<file path="src/rtl/uart_pkg.sv">
// Shared UART definitions: receiver FSM states, parity modes and baud divider math.
// Intended for both the receiver and the upcoming transmitter.
package uart_pkg;

    typedef enum logic [2:0] {
        ST_IDLE,
        ST_START,
        ST_DATA,
        ST_PARITY,
        ST_STOP
    } uart_state_e;

    localparam int PAR_NONE = 0;
    localparam int PAR_ODD  = 1;
    localparam int PAR_EVEN = 2;

    function automatic int calc_div(input int clk_freq, input int baud_rate, input int oversample);
        return clk_freq / (baud_rate * oversample);
    endfunction

    function automatic logic maj3(input logic a, input logic b, input logic c);
        return (a & b) | (a & c) | (b & c);
    endfunction

endpackage

</file>
<file path="src/rtl/uart_rx_param_if.sv">
// Received-word handshake bundle: the receiver drives word, valid and error flags,
// the consumer drives ready.
interface uart_rx_param_if #(
    parameter int DATA_BITS = 8
);
    logic [DATA_BITS-1:0] rx_data;
    logic                 rx_valid;
    logic                 rx_ready;
    logic                 parity_err;
    logic                 frame_err;
    logic                 overrun;

    modport master (
        output rx_data,
        output rx_valid,
        output parity_err,
        output frame_err,
        output overrun,
        input  rx_ready
    );

    modport slave (
        input  rx_data,
        input  rx_valid,
        input  parity_err,
        input  frame_err,
        input  overrun,
        output rx_ready
    );
endinterface

</file>
<file path="src/rtl/uart_baud_tick.sv">
// Free-running oversample tick divider: one-cycle tick_o every DIV clocks.
module uart_baud_tick
    import uart_pkg::*;
#(
    parameter int CLK_FREQ   = 50000000,
    parameter int BAUD_RATE  = 115200,
    parameter int OVERSAMPLE = 16
) (
    input  logic clk_i,
    input  logic reset_i,
    output logic tick_o
);
    localparam int DIV = calc_div(CLK_FREQ, BAUD_RATE, OVERSAMPLE);
    localparam int CW  = (DIV > 1) ? $clog2(DIV) : 1;
    localparam logic [CW-1:0] CNT_LAST = CW'(DIV - 1);

    logic [CW-1:0] cnt_q;
    logic [CW-1:0] cnt_d;

    assign tick_o = (cnt_q == CNT_LAST);

    always_comb begin
        cnt_d = cnt_q + 1'b1;
        if (tick_o) begin
            cnt_d = '0;
        end
    end

    always_ff @(posedge clk_i) begin
        if (reset_i) begin
            cnt_q <= '0;
        end else begin
            cnt_q <= cnt_d;
        end
    end
endmodule

</file>
<file path="src/rtl/uart_rx_param.sv">
// Parametrised UART receiver: synchronised, majority-voted sampling, word delivered
// over valid/ready with parity, framing and overrun reporting.
//   state     | meaning
//   ST_IDLE   | waiting for a 1->0 edge on the synchronised line
//   ST_START  | half-bit check of the start bit, rejects glitches
//   ST_DATA   | shifting in data bits, LSB first
//   ST_PARITY | sampling the parity bit
//   ST_STOP   | sampling stop bits; last sample completes the word
module uart_rx_param
    import uart_pkg::*;
#(
    parameter int CLK_FREQ   = 50000000,
    parameter int BAUD_RATE  = 115200,
    parameter int OVERSAMPLE = 16,
    parameter int DATA_BITS  = 8,
    parameter int PARITY     = 0,
    parameter int STOP_BITS  = 1
) (
    input  logic            clk_50mhz,
    input  logic            reset,
    input  logic            rx,
    uart_rx_param_if.master rx_if
);
    localparam int TW = $clog2(OVERSAMPLE);
    localparam int BW = $clog2(DATA_BITS + 1);

    localparam logic [TW-1:0] TCNT_HALF = TW'(OVERSAMPLE / 2 - 1);
    localparam logic [TW-1:0] TCNT_V0   = TW'(OVERSAMPLE - 3);
    localparam logic [TW-1:0] TCNT_V1   = TW'(OVERSAMPLE - 2);
    localparam logic [TW-1:0] TCNT_LAST = TW'(OVERSAMPLE - 1);
    localparam logic [BW-1:0] BCNT_DATA_LAST = BW'(DATA_BITS - 1);
    localparam logic [BW-1:0] BCNT_STOP_LAST = BW'(STOP_BITS - 1);

    logic tick;

    logic [1:0] sync_q;
    logic       rx_s;
    logic       rx_prev_q;

    uart_state_e          state_q,   state_d;
    logic [TW-1:0]        tcnt_q,    tcnt_d;
    logic [BW-1:0]        bit_cnt_q, bit_cnt_d;
    logic [1:0]           vote_q,    vote_d;
    logic [DATA_BITS-1:0] shift_q,   shift_d;
    logic                 perr_q,    perr_d;
    logic                 ferr_q,    ferr_d;

    logic bit_end;
    logic bit_val;
    logic complete;
    logic word_ferr;

    logic [DATA_BITS-1:0] rx_data_q,    rx_data_d;
    logic                 rx_valid_q,   rx_valid_d;
    logic                 parity_err_q, parity_err_d;
    logic                 frame_err_q,  frame_err_d;
    logic                 overrun_q,    overrun_d;
    logic                 handshake;
    logic                 load;

    uart_baud_tick #(
        .CLK_FREQ   (CLK_FREQ),
        .BAUD_RATE  (BAUD_RATE),
        .OVERSAMPLE (OVERSAMPLE)
    ) u_tick (
        .clk_i   (clk_50mhz),
        .reset_i (reset),
        .tick_o  (tick)
    );

    assign rx_s = sync_q[1];

    // rx_prev_q tracks the line in every state so a stuck-low line never looks like a new edge
    always_ff @(posedge clk_50mhz) begin
        if (reset) begin
            sync_q    <= 2'b11;
            rx_prev_q <= 1'b1;
        end else begin
            sync_q    <= {sync_q[0], rx};
            rx_prev_q <= rx_s;
        end
    end

    always_ff @(posedge clk_50mhz) begin
        if (reset) begin
            state_q   <= ST_IDLE;
            tcnt_q    <= '0;
            bit_cnt_q <= '0;
            vote_q    <= '0;
            shift_q   <= '0;
            perr_q    <= 1'b0;
            ferr_q    <= 1'b0;
        end else begin
            state_q   <= state_d;
            tcnt_q    <= tcnt_d;
            bit_cnt_q <= bit_cnt_d;
            vote_q    <= vote_d;
            shift_q   <= shift_d;
            perr_q    <= perr_d;
            ferr_q    <= ferr_d;
        end
    end

    always_comb begin
        state_d   = state_q;
        tcnt_d    = tcnt_q;
        bit_cnt_d = bit_cnt_q;
        vote_d    = vote_q;
        shift_d   = shift_q;
        perr_d    = perr_q;
        ferr_d    = ferr_q;
        complete  = 1'b0;
        word_ferr = ferr_q;
        bit_end   = tick && (tcnt_q == TCNT_LAST);
        bit_val   = maj3(vote_q[0], vote_q[1], rx_s);

        unique case (state_q)
            ST_IDLE: begin
                if (rx_prev_q && !rx_s) begin
                    state_d   = ST_START;
                    tcnt_d    = '0;
                    bit_cnt_d = '0;
                    perr_d    = 1'b0;
                    ferr_d    = 1'b0;
                end
            end
            ST_START: begin
                if (tick) begin
                    if (tcnt_q == TCNT_HALF) begin
                        tcnt_d  = '0;
                        state_d = rx_s ? ST_IDLE : ST_DATA;
                    end else begin
                        tcnt_d = tcnt_q + 1'b1;
                    end
                end
            end
            ST_DATA, ST_PARITY, ST_STOP: begin
                if (tick) begin
                    if (tcnt_q == TCNT_V0) vote_d[0] = rx_s;
                    if (tcnt_q == TCNT_V1) vote_d[1] = rx_s;
                    tcnt_d = (tcnt_q == TCNT_LAST) ? '0 : tcnt_q + 1'b1;
                end
                if (bit_end) begin
                    if (state_q == ST_DATA) begin
                        shift_d = {bit_val, shift_q[DATA_BITS-1:1]};
                        if (bit_cnt_q == BCNT_DATA_LAST) begin
                            bit_cnt_d = '0;
                            state_d   = (PARITY != PAR_NONE) ? ST_PARITY : ST_STOP;
                        end else begin
                            bit_cnt_d = bit_cnt_q + 1'b1;
                        end
                    end else if (state_q == ST_PARITY) begin
                        // odd mode expects XOR of data+parity = 1, even mode expects 0
                        perr_d  = (^{shift_q, bit_val}) ^ (PARITY == PAR_ODD);
                        state_d = ST_STOP;
                    end else begin
                        ferr_d    = ferr_q | ~bit_val;
                        word_ferr = ferr_d;
                        if (bit_cnt_q == BCNT_STOP_LAST) begin
                            complete  = 1'b1;
                            bit_cnt_d = '0;
                            state_d   = ST_IDLE;
                        end else begin
                            bit_cnt_d = bit_cnt_q + 1'b1;
                        end
                    end
                end
            end
            default: state_d = ST_IDLE;
        endcase
    end

    // A completion may replace a word that is being accepted in the same cycle
    always_comb begin
        handshake    = rx_valid_q & rx_if.rx_ready;
        load         = complete & (~rx_valid_q | rx_if.rx_ready);
        rx_valid_d   = rx_valid_q;
        rx_data_d    = rx_data_q;
        parity_err_d = parity_err_q;
        frame_err_d  = frame_err_q;
        overrun_d    = complete & ~load;
        if (handshake) begin
            rx_valid_d = 1'b0;
        end
        if (load) begin
            rx_valid_d   = 1'b1;
            rx_data_d    = shift_q;
            parity_err_d = perr_q;
            frame_err_d  = word_ferr;
        end
    end

    always_ff @(posedge clk_50mhz) begin
        if (reset) begin
            rx_data_q    <= '0;
            rx_valid_q   <= 1'b0;
            parity_err_q <= 1'b0;
            frame_err_q  <= 1'b0;
            overrun_q    <= 1'b0;
        end else begin
            rx_data_q    <= rx_data_d;
            rx_valid_q   <= rx_valid_d;
            parity_err_q <= parity_err_d;
            frame_err_q  <= frame_err_d;
            overrun_q    <= overrun_d;
        end
    end

    assign rx_if.rx_data    = rx_data_q;
    assign rx_if.rx_valid   = rx_valid_q;
    assign rx_if.parity_err = parity_err_q;
    assign rx_if.frame_err  = frame_err_q;
    assign rx_if.overrun    = overrun_q;
endmodule

</file>
<file path="src/flat_wrapper.sv">
// flat-port wrapper written by rule: the top's interface ports become plain ports
module uart_rx_param_flat import uart_pkg::*;
#(
    parameter int CLK_FREQ   = 50000000,
    parameter int BAUD_RATE  = 115200,
    parameter int OVERSAMPLE = 16,
    parameter int DATA_BITS  = 8,
    parameter int PARITY     = 0,
    parameter int STOP_BITS  = 1
)
  (clk_50mhz, reset, rx, rx_if_rx_data, rx_if_rx_valid, rx_if_parity_err, rx_if_frame_err, rx_if_overrun, rx_if_rx_ready);
  uart_rx_param_if #(.DATA_BITS(DATA_BITS)) rx_if_i ();
  input  logic clk_50mhz;
  input  logic reset;
  input  logic rx;
  output wire logic [$bits(rx_if_i.rx_data)-1:0] rx_if_rx_data;
  output wire logic [$bits(rx_if_i.rx_valid)-1:0] rx_if_rx_valid;
  output wire logic [$bits(rx_if_i.parity_err)-1:0] rx_if_parity_err;
  output wire logic [$bits(rx_if_i.frame_err)-1:0] rx_if_frame_err;
  output wire logic [$bits(rx_if_i.overrun)-1:0] rx_if_overrun;
  input wire logic [$bits(rx_if_i.rx_ready)-1:0] rx_if_rx_ready;
  assign rx_if_rx_data = rx_if_i.rx_data;
  assign rx_if_rx_valid = rx_if_i.rx_valid;
  assign rx_if_parity_err = rx_if_i.parity_err;
  assign rx_if_frame_err = rx_if_i.frame_err;
  assign rx_if_overrun = rx_if_i.overrun;
  assign rx_if_i.rx_ready = rx_if_rx_ready;
  uart_rx_param #(.CLK_FREQ(CLK_FREQ), .BAUD_RATE(BAUD_RATE), .OVERSAMPLE(OVERSAMPLE), .DATA_BITS(DATA_BITS), .PARITY(PARITY), .STOP_BITS(STOP_BITS)) u_core (.clk_50mhz(clk_50mhz), .reset(reset), .rx(rx), .rx_if(rx_if_i));
endmodule
</file>
<file path="config.mk">
export PLATFORM = sky130hd
export DESIGN_NAME = uart_rx_param_flat
export DESIGN_NICKNAME = d
export VERILOG_FILES = /design/src/rtl/uart_pkg.sv /design/src/rtl/uart_rx_param_if.sv /design/src/rtl/uart_baud_tick.sv /design/src/rtl/uart_rx_param.sv /design/src/flat_wrapper.sv
export SDC_FILE = /design/constraint.sdc
export NUM_CORES = 1
export LEC_CHECK = 0
export CAP_MARGIN = 20
export CORE_MARGIN = 2
export CORE_UTILIZATION = 42
export DETAILED_ROUTE_END_ITERATION = 8
export GPL_ROUTABILITY_DRIVEN = 1
export PLACE_DENSITY = 0.59
export SYNTH_ARGS = -nofsm -noshare
export SYNTH_HDL_FRONTEND = slang
export SYNTH_HIERARCHICAL = 1
export SYNTH_SLANG_ARGS = --single-unit
</file>
<file path="constraint.sdc">
create_clock -name clk_50mhz -period 3.52 [get_ports clk_50mhz]
set_input_delay 0.88 -clock clk_50mhz [delete_from_list [all_inputs] [get_ports clk_50mhz]]
set_output_delay 0.88 -clock clk_50mhz [all_outputs]
set_load 0.05 [all_outputs]
</file>
After elaboration in Yosys (flattened, before gate mapping) --
Cells that the tools add are included.
Storage, ports and cells: flip-flop bits (word level) 43, output and inout port bits 12
Operators by class: $add $sub $neg 3, eq/ne operators 20, mux-type cells 39, bitwise logic cells 13, reductions and logical operators 19
Operators with widths (count):
- 4-bit two-way mux | 10
- 3-bit two-way mux | 8
- 1-bit two-way mux | 15
- 4-bit == test (second input constant) | 3
- 2-bit by 1-bit != test with 1-bit output (second input constant) | 6
- 4-bit case mux with 3 select lines | 1
- 3-bit case mux with 3 select lines | 1
- 3-bit AND reduction | 3
- 9-bit XOR reduction | 1
- 4-bit by 1-bit adder with 4-bit output (second input constant) | 2
- 4-bit by 3-bit == test with 1-bit output (second input constant) | 2
- 4-bit case mux with 2 select lines | 1
- 4-bit AND reduction | 2
- 1-bit bitwise AND | 6
- 3-bit by 2-bit == test with 1-bit output (second input constant) | 2
- 6-bit AND reduction | 1
- 5-bit by 1-bit adder with 5-bit output (second input constant) | 1
- 5-bit == test (second input constant) | 1
- 5-bit AND reduction | 1
- 4-bit zero test | 1
- 4-bit by 1-bit != test with 1-bit output (second input constant) | 1
- 1-bit bitwise OR | 4
- 1-bit case mux with 2 select lines | 2
- 2-bit nonzero test | 2
- other kinds (14) | 17

Depth between registers and ports, before layout --
word-level depth 9, depth in mapped cells 10

Cells and area by module --
Netlist, hierarchy kept.
By module, submodules not included:
- uart_rx_param | instances 1, cells an instance 225, area each 1979.4 sq um, seq. area each 760.7 sq um
- uart_baud_tick | instances 1, cells an instance 22, area each 259.0 sq um, seq. area each 100.1 sq um

Worst setup path after synthesis --
OpenSTA, ideal clock, no wires.
path kind register to register, from register u_core.u_tick.cnt_q[0], to register u_core.state_q[1], data arrival time 1843 ps, path slack 1554 ps, stages on the path, launching flop included 10, period minus slack after synthesis 1966 ps, cells stage by stage dfxtp_1 > inv_1 > ha_1 > and4b_1 > buf_6 > and4_1 > clkbuf_1 > a21o_1 > o2111ai_1 > mux2_1
Between the ends: cells in the longest elaborated chain, start to end 4, elaborated cells on any way between the ends 5, those cells by class 3 x eq/ne; 2 x reduce/logical
Ends and longest elaborated chain:
- from (decl) | line uart_baud_tick.sv:17 | logic [CW-1:0] cnt_q;
- from (signal assigned) | line uart_baud_tick.sv:33 | cnt_q <= cnt_d;
- 5-bit == test * | line uart_baud_tick.sv:20 | assign tick_o = (cnt_q == CNT_LAST);
- named net u_core.tick | line uart_rx_param.sv:34 | logic tick;
- 1-bit logical AND | line uart_rx_param.sv:114 | bit_end = tick && (tcnt_q == TCNT_LAST);
- 2-bit by 1-bit != test with 1-bit output (no line)
- 6-bit AND reduction (no line) *
- to (signal assigned) | line uart_rx_param.sv:94 | state_q <= state_d;
- to (decl) | line uart_rx_param.sv:40 | uart_state_e state_q, state_d;
The timed path passes the listed nets; every way through them passes the cells marked *. A chain may end at the register's enable or synchronous reset.

Final worst setup path --
Same ends and word-level chain as after synthesis.

==> impl_metrics.json <==
{
  "synth-seq-cells": 43,
  "ctsRootBufferMaster": "clkbuf_8",
  "viasPerCell": 5.47,
  "drive_gt1_share_pct": 8.91,
  "place.detailed.hpwl_mm": 3.38,
  "num_vias": 1794,
  "cap_violations": 0,
  "synthDistinctLibCells": 57,
  "numCtsBuffers": 5,
  "ctsResizeCount": 0,
  "rrSetupSlack_ps": 970,
  "grt_pass1_wl_mm": 8.05,
  "finClkSkew_ps": 6.87,
  "status": "completed",
  "drcViolationCount": 0,
  "setup_tns_ps": 0,
  "hold_path.class": "reg2reg",
  "worstPathMaxFanout": 13,
  "row_count": 26,
  "async_flop_share_pct": 0,
  "crit_path_end_kind": "register",
  "relSlewSlack_pct": 54.0,
  "fin_crit_ps": 2550,
  "period_share_pct": 72.3,
  "syn_area_um2": 2240,
  "place_ws_ps": 1020,
  "hold_slack_ps": 414,
  "synth_area_leaders": "dfxtp_1 (38%), a21oi_1 (4.5%), mux2i_1 (4.5%)",
  "place_congestion": 0.831,
  "yosysTopAreaCell": "dfxtp_1",
  "io_buffers": 15,
  "p_leak_nw": 0.857,
  "synth-seq-area-share_pct": 38.5,
  "cts_max_path_buffers": 2,
  "syn2layout_area_growth_pct": 14.0,
  "yosysWarnings": 6,
  "setup.worst_path.start_class": "register",
  "postSynthAreaPerCell_um2": 9.06,
  "grt_max_degree": 20,
  "synth_top_area_share_pct": 38.5,
  "criticalPathCategory": "reg2reg",
  "drt-total-wl_mm": 4.87,
  "diodes": 0,
  "post_drt_wl_per_cell_um": 14.9,
  "coreArea_um2": 5140,
  "worstMarginPinSlew_ps": 690,
  "gr-total-overflow": 0,
  "first_iter_violations": 101,
  "cp_data_required_time_ps": 3710,
  "cts_hold_buf": 0,
  "clkTransAtPathRegs_ps": 80,
  "synth-main-ff-cell": "dfxtp_1",
  "finalSetupViolCount": 0,
  "clkSinkCount": 43,
  "grt_pass1_vias": 1632,
  "p_per_area_nw_per_um2": 390,
  "first_pass_iters": 5,
  "die_area_um2": 5930,
  "grt_setup_unrepaired": "no",
  "peakVddDrop_mv": 0.214,
  "grtUsageTotal_pct": 16.9,
  "fmax_mhz": 393,
  "die_h_um": 77.0,
  "start_util_pct": 43.5,
  "hold_violations": 0,
  "ant_nets": 0,
  "insertion_delay_ps": 300,
  "ios": 16,
  "fin_ws_ps": 974,
  "p_total_uw": 995,
  "synth_edf_count": 0,
  "nets": 268,
  "drv_slew": 0,
  "syn_nets": 258,
  "die_x_um": 77.0,
  "netlist_instances": 247,
  "cts_tree": "yes",
  "htree_num_levels": 2,
  "antenna_found_initial": 0,
  "cp.arrival_ps": 2730,
  "cts_setup_buffers": 0
}
[Yosys cell counts, types with 3 or more instances]
library cell	n
nand2_1	22
o21ai_0	7
o2111ai_1	5
dfxtp_1	43
nor2b_1	5
mux2i_1	10
nand3_1	8
and4_1	4
a21oi_1	20
nor2_1	16
nor3_1	6
xnor2_1	8
nand3b_1	3
clkbuf_1	8
inv_1	7
or2_2	3
o21bai_1	4
a31oi_1	4
nand2b_1	4
ha_1	7
buf_2	3
o21a_1	3
nand4_1	6
[layer usage]
metal | GRT usage, % | part of all wire, % | vias up
met4 | 4.46 | 0.98 | 0
met2 | 25.9 | 44 | 37
li1 | - | - | 910
met5 | 0 | 0 | -
met1 | 23.5 | 50 | 841
met3 | 4.59 | 4.7 | 6
[cell type report]
| class | instances | area (µm²) |
|---|---|---|
| clock buffer | 6 | 72.6 |
| clock inverter | 2 | 60.1 |
| fill | 508 | 2590 |
| inverter | 8 | 30.0 |
| multi-input combinational | 181 | 1270 |
| sequential | 43 | 861 |
| tap | 70 | 87.6 |
| timing repair buffer | 18 | 173 |
[placed cells by master, fill, tap and decap left out, drive strengths merged, types with 8 or more instances in the layout]
cell,instances
dfxtp,43
nand2,22
a21oi,20
nor2,16
clkdlybuf4s50,15
mux2i,10
nand3,9
xnor2,8
o21ai,8
[state kept, by name, summed over array words and instances (netlist names)]
| register | cells |
|---|---|
| u_core/tcnt_q | 4 |
| u_core/rx_if.parity_err | 1 |
| u_core/rx_prev_q | 1 |
| u_core/u_tick/cnt_q | 5 |
| u_core/rx_if.frame_err | 1 |
| u_core/rx_if.rx_valid | 1 |
| u_core/ferr_q | 1 |
| u_core/rx_if.rx_data | 8 |
| u_core/bit_cnt_q | 4 |
| u_core/rx_if.overrun | 1 |
| u_core/perr_q | 1 |
| u_core/shift_q | 8 |
| u_core/vote_q | 2 |
| u_core/state_q | 3 |
| u_core/sync_q | 2 |
[path summary, 6_finish.rpt]
check / to / startpoint / depth (start not counted)
setup / recovery: u_core/state_q[1] / u_core/u_tick/cnt_q[0] / 7
setup reg to reg: u_core/state_q[1] / u_core/u_tick/cnt_q[0] / 7
hold reg to reg: u_core/sync_q[1] / u_core/sync_q[0] / 1
hold / removal: u_core/sync_q[1] / u_core/sync_q[0] / 1
[critical path: stages, from the launching register on]
cell	delay [ps]
dfxtp_1	350
inv_1	70
ha_1	130
and4b_1	540
nand4_1	420
a22oi_1	260
o2111ai_1	250
mux2_1	410
[power by group]
group | internal, mW | leakage (nW) | switching (mW)
sequential | 0.491 | 0.348 | 0.00863
clock | 0.284 | 0.0654 | 0.171
combinational | 0.0178 | 0.444 | 0.0230
[through the flow]
stage	utilization [%]	cell area [µm²]	cells
2_1_floorplan	-	2240	247
3_3_place_gp	47.1	2420	320
3_5_place_dp	47.1	2420	320
4_1_cts	49.7	2550	328
5_1_grt	49.7	2550	328
6_report	49.7	2550	328
[logic make-up after synthesis]
logic type | after synthesis | synth area share (%)
muxes | 11 | 4.97
buffers and inverters | 23 | 4.86
and+or+nand+nor | 95 | 26.0
AOI/OAI and AO/OA | 58 | 17.2
adders and majority gates | 8 | 4.36
DFF | 43 | 38.5
xor gates and xnor gates | 9 | 4.14
(Power assumes the default switching activity.)
